--- src/rtl/gost_pkg.sv ---
// Shared widths, FSM states, Magma S-box tables and key schedule for the GOST block cores.
package gost_pkg;

    localparam int unsigned BLOCK_W = 64;
    localparam int unsigned HALF_W  = 32;
    localparam int unsigned KEY_W   = 256;
    localparam int unsigned ROUNDS  = 32;
    localparam int unsigned ROT     = 11;

    typedef enum logic [1:0] {
        IDLE = 2'd0,
        RUN  = 2'd1,
        DONE = 2'd2
    } state_e;

    // Entry k holds the sbox<k> table; value for input v sits at bits [4v+3:4v].
    localparam logic [63:0] SBOX [8] = '{
        64'h2BC96AF43850DE71,
        64'h73AD0B4FC19652E8,
        64'h0E34187BAC296FD5,
        64'hC24BE390D618A5F7,
        64'hB9E35A076F4D128C,
        64'h069C471EDAF2853B,
        64'hF0DB74E1C5A93286,
        64'h1F307D8E9B5A264C
    };

    // mode 1 = encrypt (K0..K7 three times, then K7..K0); mode 0 = decrypt (K0..K7, then reversed).
    function automatic logic [2:0] key_index(input logic [4:0] round, input logic mode);
        logic fwd;
        fwd = (round < 5'd8) || (mode && (round < 5'd24));
        return fwd ? round[2:0] : (3'd7 - round[2:0]);
    endfunction

endpackage

--- src/rtl/gost_round_f.sv ---
// GOST round function f(A0, K) = rol11(S(A0 + K)), purely combinational.
module gost_round_f
    import gost_pkg::*;
(
    input  logic [HALF_W-1:0] a_i,
    input  logic [HALF_W-1:0] k_i,
    output logic [HALF_W-1:0] f_o
);

    logic [HALF_W-1:0] sum;
    logic [HALF_W-1:0] sub;

    assign sum = a_i + k_i;

    // Nibble n (counted from the LSB) goes through sbox(7-n).
    for (genvar n = 0; n < 8; n++) begin : g_sbox
        localparam logic [63:0] SBOX_ROW = SBOX[7-n];
        assign sub[4*n +: 4] = SBOX_ROW[{sum[4*n +: 4], 2'b00} +: 4];
    end

    assign f_o = {sub[HALF_W-ROT-1:0], sub[HALF_W-1:HALF_W-ROT]};

endmodule

--- src/rtl/gost_decrypt_core.sv ---
// Iterative GOST 28147-89 / Magma block decryptor, one round per clock, valid/ready both sides.
// Define GOST_BIDIR_EN to add the MODE port (1 = encrypt, 0 = decrypt) latched at accept.
module gost_decrypt_core
    import gost_pkg::*;
#(
    parameter string SBOX_DIR = ""
) (
    input  logic               CLK,
    input  logic               RST_N,
    input  logic [KEY_W-1:0]   KEY,
`ifdef GOST_BIDIR_EN
    input  logic               MODE,
`endif
    input  logic               IN_VALID,
    output logic               IN_READY,
    input  logic [BLOCK_W-1:0] DIN,
    output logic               OUT_VALID,
    input  logic               OUT_READY,
    output logic [BLOCK_W-1:0] DOUT
);

    // S-box contents are compiled in from gost_pkg; SBOX_DIR only names where they came from.
    if (SBOX_DIR != "") begin : g_sbox_dir
    end

    state_e             state_q, state_d;
    logic [4:0]         cnt_q, cnt_d;
    logic [KEY_W-1:0]   key_q, key_d;
    logic [HALF_W-1:0]  a1_q, a1_d;
    logic [HALF_W-1:0]  a0_q, a0_d;
    logic [BLOCK_W-1:0] dout_q, dout_d;
    logic               out_valid_q, out_valid_d;
    logic               mode_sel;
    logic [HALF_W-1:0]  key_words [8];
    logic [HALF_W-1:0]  k_cur;
    logic [HALF_W-1:0]  f_out;

`ifdef GOST_BIDIR_EN
    logic mode_q, mode_d;

    always_comb begin
        mode_d = mode_q;
        if (state_q == IDLE && IN_VALID) begin
            mode_d = MODE;
        end
    end

    always_ff @(posedge CLK) begin
        if (!RST_N) begin
            mode_q <= 1'b0;
        end else begin
            mode_q <= mode_d;
        end
    end

    assign mode_sel = mode_q;
`else
    assign mode_sel = 1'b0;
`endif

    for (genvar i = 0; i < 8; i++) begin : g_key_words
        assign key_words[i] = key_q[KEY_W-1-HALF_W*i -: HALF_W];
    end

    assign k_cur = key_words[key_index(cnt_q, mode_sel)];

    gost_round_f u_round_f (
        .a_i (a0_q),
        .k_i (k_cur),
        .f_o (f_out)
    );

    always_comb begin
        state_d     = state_q;
        cnt_d       = cnt_q;
        key_d       = key_q;
        a1_d        = a1_q;
        a0_d        = a0_q;
        dout_d      = dout_q;
        out_valid_d = out_valid_q;
        unique case (state_q)
            IDLE: begin
                if (IN_VALID) begin
                    state_d = RUN;
                    cnt_d   = 5'd0;
                    key_d   = KEY;
                    a1_d    = DIN[BLOCK_W-1:HALF_W];
                    a0_d    = DIN[HALF_W-1:0];
                end
            end
            RUN: begin
                a1_d = a0_q;
                a0_d = a1_q ^ f_out;
                if (cnt_q == 5'(ROUNDS - 1)) begin
                    state_d = DONE;
                end else begin
                    cnt_d = cnt_q + 5'd1;
                end
            end
            DONE: begin
                // First DONE cycle registers the unswapped result; later cycles wait for the sink.
                if (!out_valid_q) begin
                    dout_d      = {a0_q, a1_q};
                    out_valid_d = 1'b1;
                end else if (OUT_READY) begin
                    out_valid_d = 1'b0;
                    cnt_d       = 5'd0;
                    state_d     = IDLE;
                end
            end
            default: begin
                state_d = IDLE;
            end
        endcase
    end

    always_ff @(posedge CLK) begin
        if (!RST_N) begin
            state_q     <= IDLE;
            cnt_q       <= 5'd0;
            key_q       <= '0;
            a1_q        <= '0;
            a0_q        <= '0;
            dout_q      <= '0;
            out_valid_q <= 1'b0;
        end else begin
            state_q     <= state_d;
            cnt_q       <= cnt_d;
            key_q       <= key_d;
            a1_q        <= a1_d;
            a0_q        <= a0_d;
            dout_q      <= dout_d;
            out_valid_q <= out_valid_d;
        end
    end

    assign IN_READY  = (state_q == IDLE);
    assign OUT_VALID = out_valid_q;
    assign DOUT      = dout_q;

endmodule

--- config.mk ---
export PLATFORM = sky130hd
export DESIGN_NAME = gost_decrypt_core
export DESIGN_NICKNAME = d
export VERILOG_FILES = /design/src/rtl/gost_pkg.sv /design/src/rtl/gost_round_f.sv /design/src/rtl/gost_decrypt_core.sv
export SDC_FILE = /design/constraint.sdc
export NUM_CORES = 1
export LEC_CHECK = 0
export BUFFER_PORTS_ARGS = -buffer_cell sky130_fd_sc_hd__buf_4
export CAP_MARGIN = 20
export CORE_MARGIN = 4
export CORE_UTILIZATION = 51
export DETAILED_ROUTE_END_ITERATION = 10
export GPL_ROUTABILITY_DRIVEN = 0
export HOLD_SLACK_MARGIN = 0.05
export PLACE_DENSITY = 0.77
export SYNTH_ARGS = -nofsm -noshare
export SYNTH_HDL_FRONTEND = slang
export SYNTH_SLANG_ARGS = --single-unit
--- constraint.sdc ---
create_clock -name CLK -period 5.6 [get_ports CLK]
set_clock_uncertainty 0.05 [all_clocks]
set_input_delay 0.28 -clock CLK [delete_from_list [all_inputs] [get_ports CLK]]
set_output_delay 0.28 -clock CLK [all_outputs]
set_load 0.03 [all_outputs]
# --- Yosys cells after proc, flatten, opt, wreduce, memory -nomap -nowiden ---
# Index checks and enable logic that the tools add are counted.
totals:
  reg_bits: 392
  latchBits: 0
  ram_bits: 0
  rom_bits: 0
  input_bits: 324
  out_inout_bits: 66
  elab_cells: 59
  n_memories: 0
op_classes:
  n_addsub: 3
  mul: 0
  div_mod_pow: 0
  n_lt_le_gt_ge: 2
  eq_ne: 8
  shifts: 8
  mux: 20
  n_bitwise: 3
  reduce_logical: 8
ops:
  columns: ["operator", "count"]
  rows:
  - ["$shiftx 64x7->4 const A", 8]
  - ["$mux 32", 4]
  - ["$pmux 32 s2", 2]
  - ["$bmux 32 s3", 1]
  - ["$add 32x32->32", 1]
  - ["$xor 32x32->32", 1]
  - ["$mux 5", 4]
  - ["$pmux 5 s3", 1]
  - ["$ne 2x2->1 const B", 5]
  - ["$mux 2", 4]
  - ["$pmux 2 s3", 1]
  - ["$reduce_and 2->1", 3]
  - ["$add 5x1->5 const B", 1]
  - ["$eq 5x5->1 const B", 1]
  - ["$lt 5x4->1 const B", 1]
  - ["$reduce_and 5->1", 1]
  - ["$ge 4x4->1 const B", 1]
  - ["$not 3->4", 1]
  - ["$reduce_and 4->1", 1]
  - ["$mux 3", 1]
  - ["$reduce_bool 3->1", 1]
  - ["$sub 3x3->3 const A", 1]
  - ["$eq 2x1->1 const B", 1]
  - ["$eq 2x2->1 const B", 1]
  - ["4 further kinds", 5]

# --- Logic depth before layout (Yosys ltp) ---
# Gate-level depths: netlist (run 1).
logic_depth:
  ltp_word: 10
  depth_mapped: 22
  depth_no_buf: 19

# --- Hierarchy ---
# From an unflattened synthesis (run 1), not the netlist that was laid out.
hier_totals:
  cells_unflattened: 2460
  area_unflattened_um2: 21294.2
by_module_without_submodules:
  columns: ["module", "instances", "cells_each", "area_per_inst_um2", "seq_area_each_um2"]
  rows:
  - ["gost_decrypt_core", 1, 2039, 18147.4, 7847.5]
  - ["gost_round_f", 1, 421, 3146.8, 0.0]

# --- Least setup slack after synthesis (run 1) ---
# Ideal clock, no wire load.
synth_path:
  path_type: "reg-to-reg"
  start: "register cnt_q[4]"
  end: "register a0_q[3]"
  setup_ns: 0.115
  t_arrival_ns: 5.546
  t_required_ns: 5.435
  setup_slack_ns: -0.111
  stages_incl_launch_ff: 22
  n_path_buf: 3
  synth_period_minus_slack_ns: 5.711
  cell_sequence: "dfxtp_1 -> nor2_4 -> xnor2_1 -> buf_2 -> clkbuf_1 -> clkbuf_1 -> mux4_2 -> mux2_2 -> ha_1 -> fa_1 -> a21o_1 -> a221oi_4 -> o221ai_4 -> o211ai_2 -> o2111a_1 -> xor2_1 -> inv_1 -> ha_1 -> mux4_2 -> xor2_1 -> o21ai_1 -> and2_1"
synth_between:
  elab_chain_cells: 10
synth_lines:
  columns: ["item", "line_no", "source"]
  rows:
  - ["start: declaration", "gost_decrypt_core.sv:27", "logic [4:0] cnt_q, cnt_d;"]
  - ["start signal: assignment", "gost_decrypt_core.sv:128", "cnt_q <= cnt_d;"]
  - ["$lt 5x4->1", "gost_pkg.sv:31", "fwd = (round < 5'd8) || (mode && (round < 5'd24));"]
  - ["$mux 3", "gost_pkg.sv:32", "return fwd ? round[2:0] : (3'd7 - round[2:0]);"]
  - ["$not 3->4 (not written as such)", "gost_decrypt_core.sv:65", "assign k_cur = key_words[key_index(cnt_q, mode_sel)];"]
  - ["$bmux 32 s3", "gost_decrypt_core.sv:65", null]
  - ["$mux 32 (not written as such) (2 in a row)", "gost_decrypt_core.sv:65", null]
  - ["$add 32x32->32", "gost_round_f.sv:13", "assign sum = a_i + k_i;"]
  - ["$shiftx 64x7->4", "gost_round_f.sv:18", "assign sub[4*n +: 4] = SBOX_ROW[{sum[4*n +: 4], 2'b00} +: 4];"]
  - ["$xor 32x32->32", "gost_decrypt_core.sv:93", "a0_d = a1_q ^ f_out;"]
  - ["$pmux 32 s2", "gost_decrypt_core.sv:81", "unique case (state_q)"]
  - ["end signal: assignment", "gost_decrypt_core.sv:123", "a0_q <= '0;"]
  - ["end signal: assignment", "gost_decrypt_core.sv:131", "a0_q <= a0_d;"]
  - ["end: declaration", "gost_decrypt_core.sv:30", "logic [HALF_W-1:0] a0_q, a0_d;"]
# No other way between the ends. The select of a mux whose other input is x is not followed.
# A chain may end at the register's enable or synchronous reset.

# --- Worst setup path in the final report (run 1) ---
layout_path:
  start: "register cnt_q[3]"
  end: "register a0_q[3]"
# Same word-level chain as after synthesis.

==> results.yml, run 1 <==
floorplanning:
  die_y_um: 208
  start_util: 0.521
  num_rows: 72
  die_w_um: 208
  ios: 390
  core_area_mm2: 0.0390
  dieArea_mm2: 0.0431
clocking:
  cts.sinks: 392
  clk_pin_slew_ns: 0.07
  cts_tree: "built"
  root_buffer: "clkbuf_16"
  cts_buffers: 42
  clk_latency_ns: 0.60
  cts.path.max_buffers: 3
  ctsHtreeMaxLevel: 2
synthesis:
  ys_top_cells_by_area: "dfxtp_1, nand2_1, a21boi_0"
  synth_top_flop_cell: "dfxtp_1"
  synth_nets: 2751
  yosysMostFrequentCell: "nand2_1"
  synth_top_cell_by_area: "dfxtp_1"
  synth_cell_type_count: 78
  ys_seq_area_frac: 0.386
  ys_async_sr_fraction: 0
  netlist_instances: 2350
  ys_warn_count: 0
  avgSynthCellArea_um2: 8.64
  synth-edff-count: 0
  synth-seq-cells: 392
  synth.cell_area_mm2: 0.0203
  synth_top_area_share: 0.386
  ys_top_cells_by_count: "nand2_1, dfxtp_1, a21boi_0"
layout:
  nNetsFinal: 3370
  final_cell_area_mm2: 0.0284
  syn_to_final_growth_pct: 39.7
  drive_gt1_frac: 0.212
  post-route-util: 0.728
  num-fill-cells: 2596
timing:
  min_period_ns: 5.28
  fmax_ghz: 0.189
  rsz0062_at_grt: "no"
  finalSetupTns_ns: 0
  drv_slew: 0
  slew_headroom: 0.328
  worst_pin_slew_ns: 1.01
  setup_viol: 0
  finalHoldViolCount: 0
  worst_slack_ns: 0.315
  finalCritPeriodShare: 0.944
global_routing:
  grt_pass1_wl_um: 116000
  first_global_vias: 20400
  grt_max_degree: 215
  grt-ovfl-total: 0
  antenna_found_initial: 7
  grtUsageTotal: 0.334
min_path:
  hp-start: "OUT_READY"
  hold_path_class: "in2reg"
  min_path_cells: 4
  min_to: "state_q[1]"
power_and_ir_drop:
  power_density_mw_per_mm2: 285
  power_leakage_nw: 11.7
  p_total_mw: 8.10
  peakVddDrop_uv: 272
place:
  port_buffers: 389
  place_ws_ns: 0.235
  dp.final_hpwl_um: 47800
  post_dp_cell_area_mm2: 0.0236
setup_path:
  critPathKind: "reg2reg"
  worstPathRequired_ns: 6.03
  arrival_ns: 5.71
  critPathMaxFanout: 7
  timing.rr.start: "cnt_q[3]"
  cp-start-kind: "flip-flop"
  crit_family: "multiplexers"
  slowest_delay_ns: 0.55
  slowest_stage: "mux4_2"
  r2r_cells: 18
  crit_buf_inv: 1
  r2r-end: "a0_q[3]"
  r2r_slack_ns: 0.32
  endpoint_kind: "flip-flop"
  crit_chain: "nor2_4, xnor2_4, mux4_2, mux2_2, ha_1, fa_1, a21o_1, a221oi_4, o221ai_4, o211ai_2, o2111a_1, xor2_2, inv_1, ha_1, mux4_2, xor2_1, o21ai_1, and2_1"
drt:
  drtIter0Drc: 2223
  drt-total-wl_um: 76100
  vias: 20500
  wl_per_cell_um: 21.6
  ant_nets: 0
  drc: 0
  avgViaCountPerCell: 5.83
  drt_pass1_iterations: 8
status:
  outcome: "finished clean"
run:
  cap_violations: 0
[cell type report]
cell class | count | area, µm² | share of cell area
Timing Repair Buffer | 737 | 6440 | 0.227
Multi-Input combinational cell | 1761 | 11800 | 0.417
Antenna cell | 6 | 15.0 | 0.000529
Clock inverter | 20 | 251 | 0.00886
Inverter | 35 | 131 | 0.00463
Tap cell | 518 | 648 | 0.0228
Sequential cell | 392 | 7850 | 0.276
Clock buffer | 57 | 1230 | 0.0432
[routing by layer]
layer	vias up	GRT usage	wire, µm
li1	9282	-	-
met1	9729	0.432	29600
met2	1263	0.545	35400
met3	272	0.0710	7580
met4	2	0.142	3540
met5	-	0	7
[kinds of logic after synthesis]
| logic type | share of synthesized area |
|---|---|
| AND/OR/NAND/NOR | 0.186 |
| multiplexers | 0.110 |
| AO/OA/AOI/OAI | 0.201 |
| flip-flops | 0.386 |
| buffers and inverters | 0.0371 |
| adder cells (fa/ha/maj) | 0.0478 |
| XOR/XNOR | 0.0313 |
[sequential cells by signal (all words and copies together) (netlist names)]
| name | cells |
|---|---|
| key_q | 256 |
| DOUT | 64 |
| a0_q | 32 |
| a1_q | 32 |
| cnt_q | 5 |
| state_q | 2 |
| OUT_VALID | 1 |
[stage by stage]
step	hold WS, ns	cells
finish	0.0720	3526
global placement	0.401	3122
detailed placement	0.407	3122
CTS	0.0522	3514
floorplan	0.375	2350
global route	0.0962	3526
[tightest hold or removal path: cells and delay by family]
kind	cells	cell delay, ns
compound gates	1	0.15
simple gates	2	0.13
buf+inv	1	0.10
[power breakdown]
part	switching (mW)	internal (mW)	leakage (nW)	total (mW)
combinational	1.03	0.932	7.71	1.96
sequential	0.192	2.96	3.21	3.15
clock	1.25	1.74	0.741	2.99
[timing repair]
| action | in CTS | in global routing |
|---|---|---|
| endpoints found under the hold margin | 315 | 0 |
| buffers inserted | 0 | 3 |
| hold buffers | 315 | 0 |
| endpoints found under the setup margin | 0 | 7 |
| resized for setup | 0 | 10 |
[worst max path at each step]
stage	startpoint	end	slack (ns)	cells after the start
3_5_place_dp	cnt_q[4]	a0_q[3]	0.24	18
6_report	cnt_q[3]	a0_q[3]	0.32	18
5_1_grt	cnt_q[3]	a0_q[3]	0.02	18
3_3_place_gp	cnt_q[4]	a0_q[3]	0.32	18
2_1_floorplan	cnt_q[4]	a0_q[3]	0.02	21
4_1_cts	cnt_q[4]	a0_q[3]	0.19	18
[placed cells by master (no fill, tap or decap), types with 11 or more instances in the layout]
cell type	instances
mux4_2	71
nand3_1	42
mux2i_1	22
inv_1	34
nand2_1	785
ha_1	76
clkbuf_8	12
clkbuf_16	44
nor3_1	15
xnor2_1	27
buf_4	411
o21ai_1	14
nor2_1	31
dfxtp_1	392
xor2_1	24
o211a_1	13
o21ai_0	18
dlygate4sd3_1	315
mux2_2	31
a22oi_1	37
clkinv_2	11
a21oi_1	63
a21boi_0	354
Note: power is estimated with default switching activity, not from simulation.
==> inputs of run 2 (changes only) <==
- CORE_UTILIZATION: 51 -> 53
- clock period: 5.6 -> 6.8 ns (I/O delays scaled with it)
==> results.yml, run 2 (same netlist as run 1, synthesis figures left out) <==
floorplanning:
  ios: 390
  start_util: 0.538
  die_y_um: 204
  num_rows: 71
  dieArea_mm2: 0.0415
  die_w_um: 204
  core_area_mm2: 0.0378
timing:
  drv_slew: 0
  rsz0062_at_grt: "no"
  finalSetupTns_ns: 0
  holdWs_ns: 0.0631
  slew_headroom: 0.318
  worst_pin_slew_ns: 1.02
  worst_slack_ns: 0.851
  finalCritPeriodShare: 0.875
  min_period_ns: 5.95
  setup_viol: 0
  finalHoldViolCount: 0
  fmax_ghz: 0.168
drt:
  vias: 19900
  ant_nets: 0
  avgViaCountPerCell: 5.76
  drt-total-wl_um: 72200
  drt_pass1_iterations: 7
  drtIter0Drc: 1986
  wl_per_cell_um: 21.0
  drc: 0
layout:
  ff_latch_area_mm2: 0.00785
  num-fill-cells: 2582
  post-route-util: 0.730
  layout_common_cells: "nand2_1, buf_4, dfxtp_1, a21boi_0, dlygate4sd3_1"
  final_common_cell: "nand2_1"
  largest_reg_flops: 256
  drive_gt1_frac: 0.207
  syn_to_final_growth_pct: 35.6
  multi_input_area_mm2: 0.0118
  nNetsFinal: 3298
  regMostFlops: "key_q"
setup_path:
  worstPathRequired_ns: 7.17
  critPathMaxFanout: 11
  cp-start-kind: "flip-flop"
  endpoint_kind: "flip-flop"
  critPathKind: "reg2reg"
  arrival_ns: 6.32
global_routing:
  grt-ovfl-total: 0
  grt_pass1_wl_um: 111000
  antenna_found_initial: 9
  first_global_vias: 19900
  grtUsageTotal: 0.336
  grt_max_degree: 210
power_and_ir_drop:
  power_leakage_nw: 11.3
  peakVddDrop_uv: 236
  power_density_mw_per_mm2: 238
status:
  outcome: "finished clean"
place:
  dp.final_hpwl_um: 47000
  port_buffers: 389
  place_ws_ns: 0.923
clocking:
  ctsHtreeMaxLevel: 2
  cts_buffers: 42
  root_buffer: "clkbuf_16"
  clk_latency_ns: 0.58
  postCtsSetupBuffers: 0
  cts_tree: "built"
  clk_pin_slew_ns: 0.06
  cts_resized: 0
  cts.path.max_buffers: 3
  cts.sinks: 392
min_path:
  hold_path_class: "in2reg"
run:
  cap_violations: 0
[run 2: cell types whose count changed in the layout (fill, tap and decap cells not counted), moves of 3 or more]
cell and delta:
clkinv_2 -9, diode_2 +4, clkbuf_8 -3, clkbuf_1 +5, dlygate4sd3_1 -55, buf_4 -11
[run 2: metal layers]
layer / part of all wire / GRT usage / vias up
met2: 0.46 / 0.545 / 1077
met4: 0.045 / 0.149 / 2
met3: 0.095 / 0.0577 / 204
met5: 0.00018 / 0 / -
li1: - / - / 9140
met1: 0.40 / 0.444 / 9434
[run 2: worst paths after layout]
check / startpoint / endpoint / slack [ns] / cells past startpoint
worst max-delay path: cnt_q[4] / a0_q[10] / 0.85 / 19
worst min-delay path: KEY[14] / key_q[14] / 0.06 / 3
worst max register to register: cnt_q[4] / a0_q[10] / 0.85 / 19
worst min register to register: key_q[129] / key_q[129] / 0.41 / 2
[run 2: repair_timing]
| item | in CTS | in global routing |
|---|---|---|
| endpoints found under the setup margin | 0 | 0 |
| hold endpoints to repair | 260 | 0 |
| hold buffers | 260 | 0 |
[run 2: power breakdown]
| group | total, mW | switching (mW) | internal [mW] |
|---|---|---|---|
| Combinational | 1.55 | 0.819 | 0.729 |
| Sequential | 2.59 | 0.154 | 2.43 |
| Clock | 2.43 | 0.969 | 1.46 |
| Total | 6.56 | 1.94 | 4.62 |
[run 2: per-stage QoR]
stage	std cells	power (mW)	cell area, µm²
2_1_floorplan	2350	3.51	20300
3_3_place_gp	3103	3.94	23500
3_5_place_dp	3104	4.01	23500
4_1_cts	3437	6.53	27500
5_1_grt	3444	6.81	27500
6_report	3447	6.56	27600
[run 2: critical path: stages (launching register included)]
cell and delay, ns:
dfxtp_1 0.36, or2_1 0.41, xnor2_4 0.54, buf_4 0.32, buf_4 0.24, mux4_1 0.57, mux2_2 0.30, ha_1 0.35
a21o_1 0.25, a2111oi_0 0.14, o41ai_1 0.45, a31oi_1 0.11, xnor2_1 0.55, ha_1 0.26, inv_1 0.05, o31a_1 0.10
a31o_2 0.22, mux2i_1 0.27, xnor2_1 0.16, a21oi_1 0.08
[run 2: layout make-up]
class                      instances  area share
antenna                           10    0.000908
multi-input combinational       1761       0.427
clock buffer                      58      0.0432
timing repair buffer             665       0.207
tap                              511      0.0232
clock inverter                    15     0.00931
inverter                          35     0.00477
sequential                       392       0.285
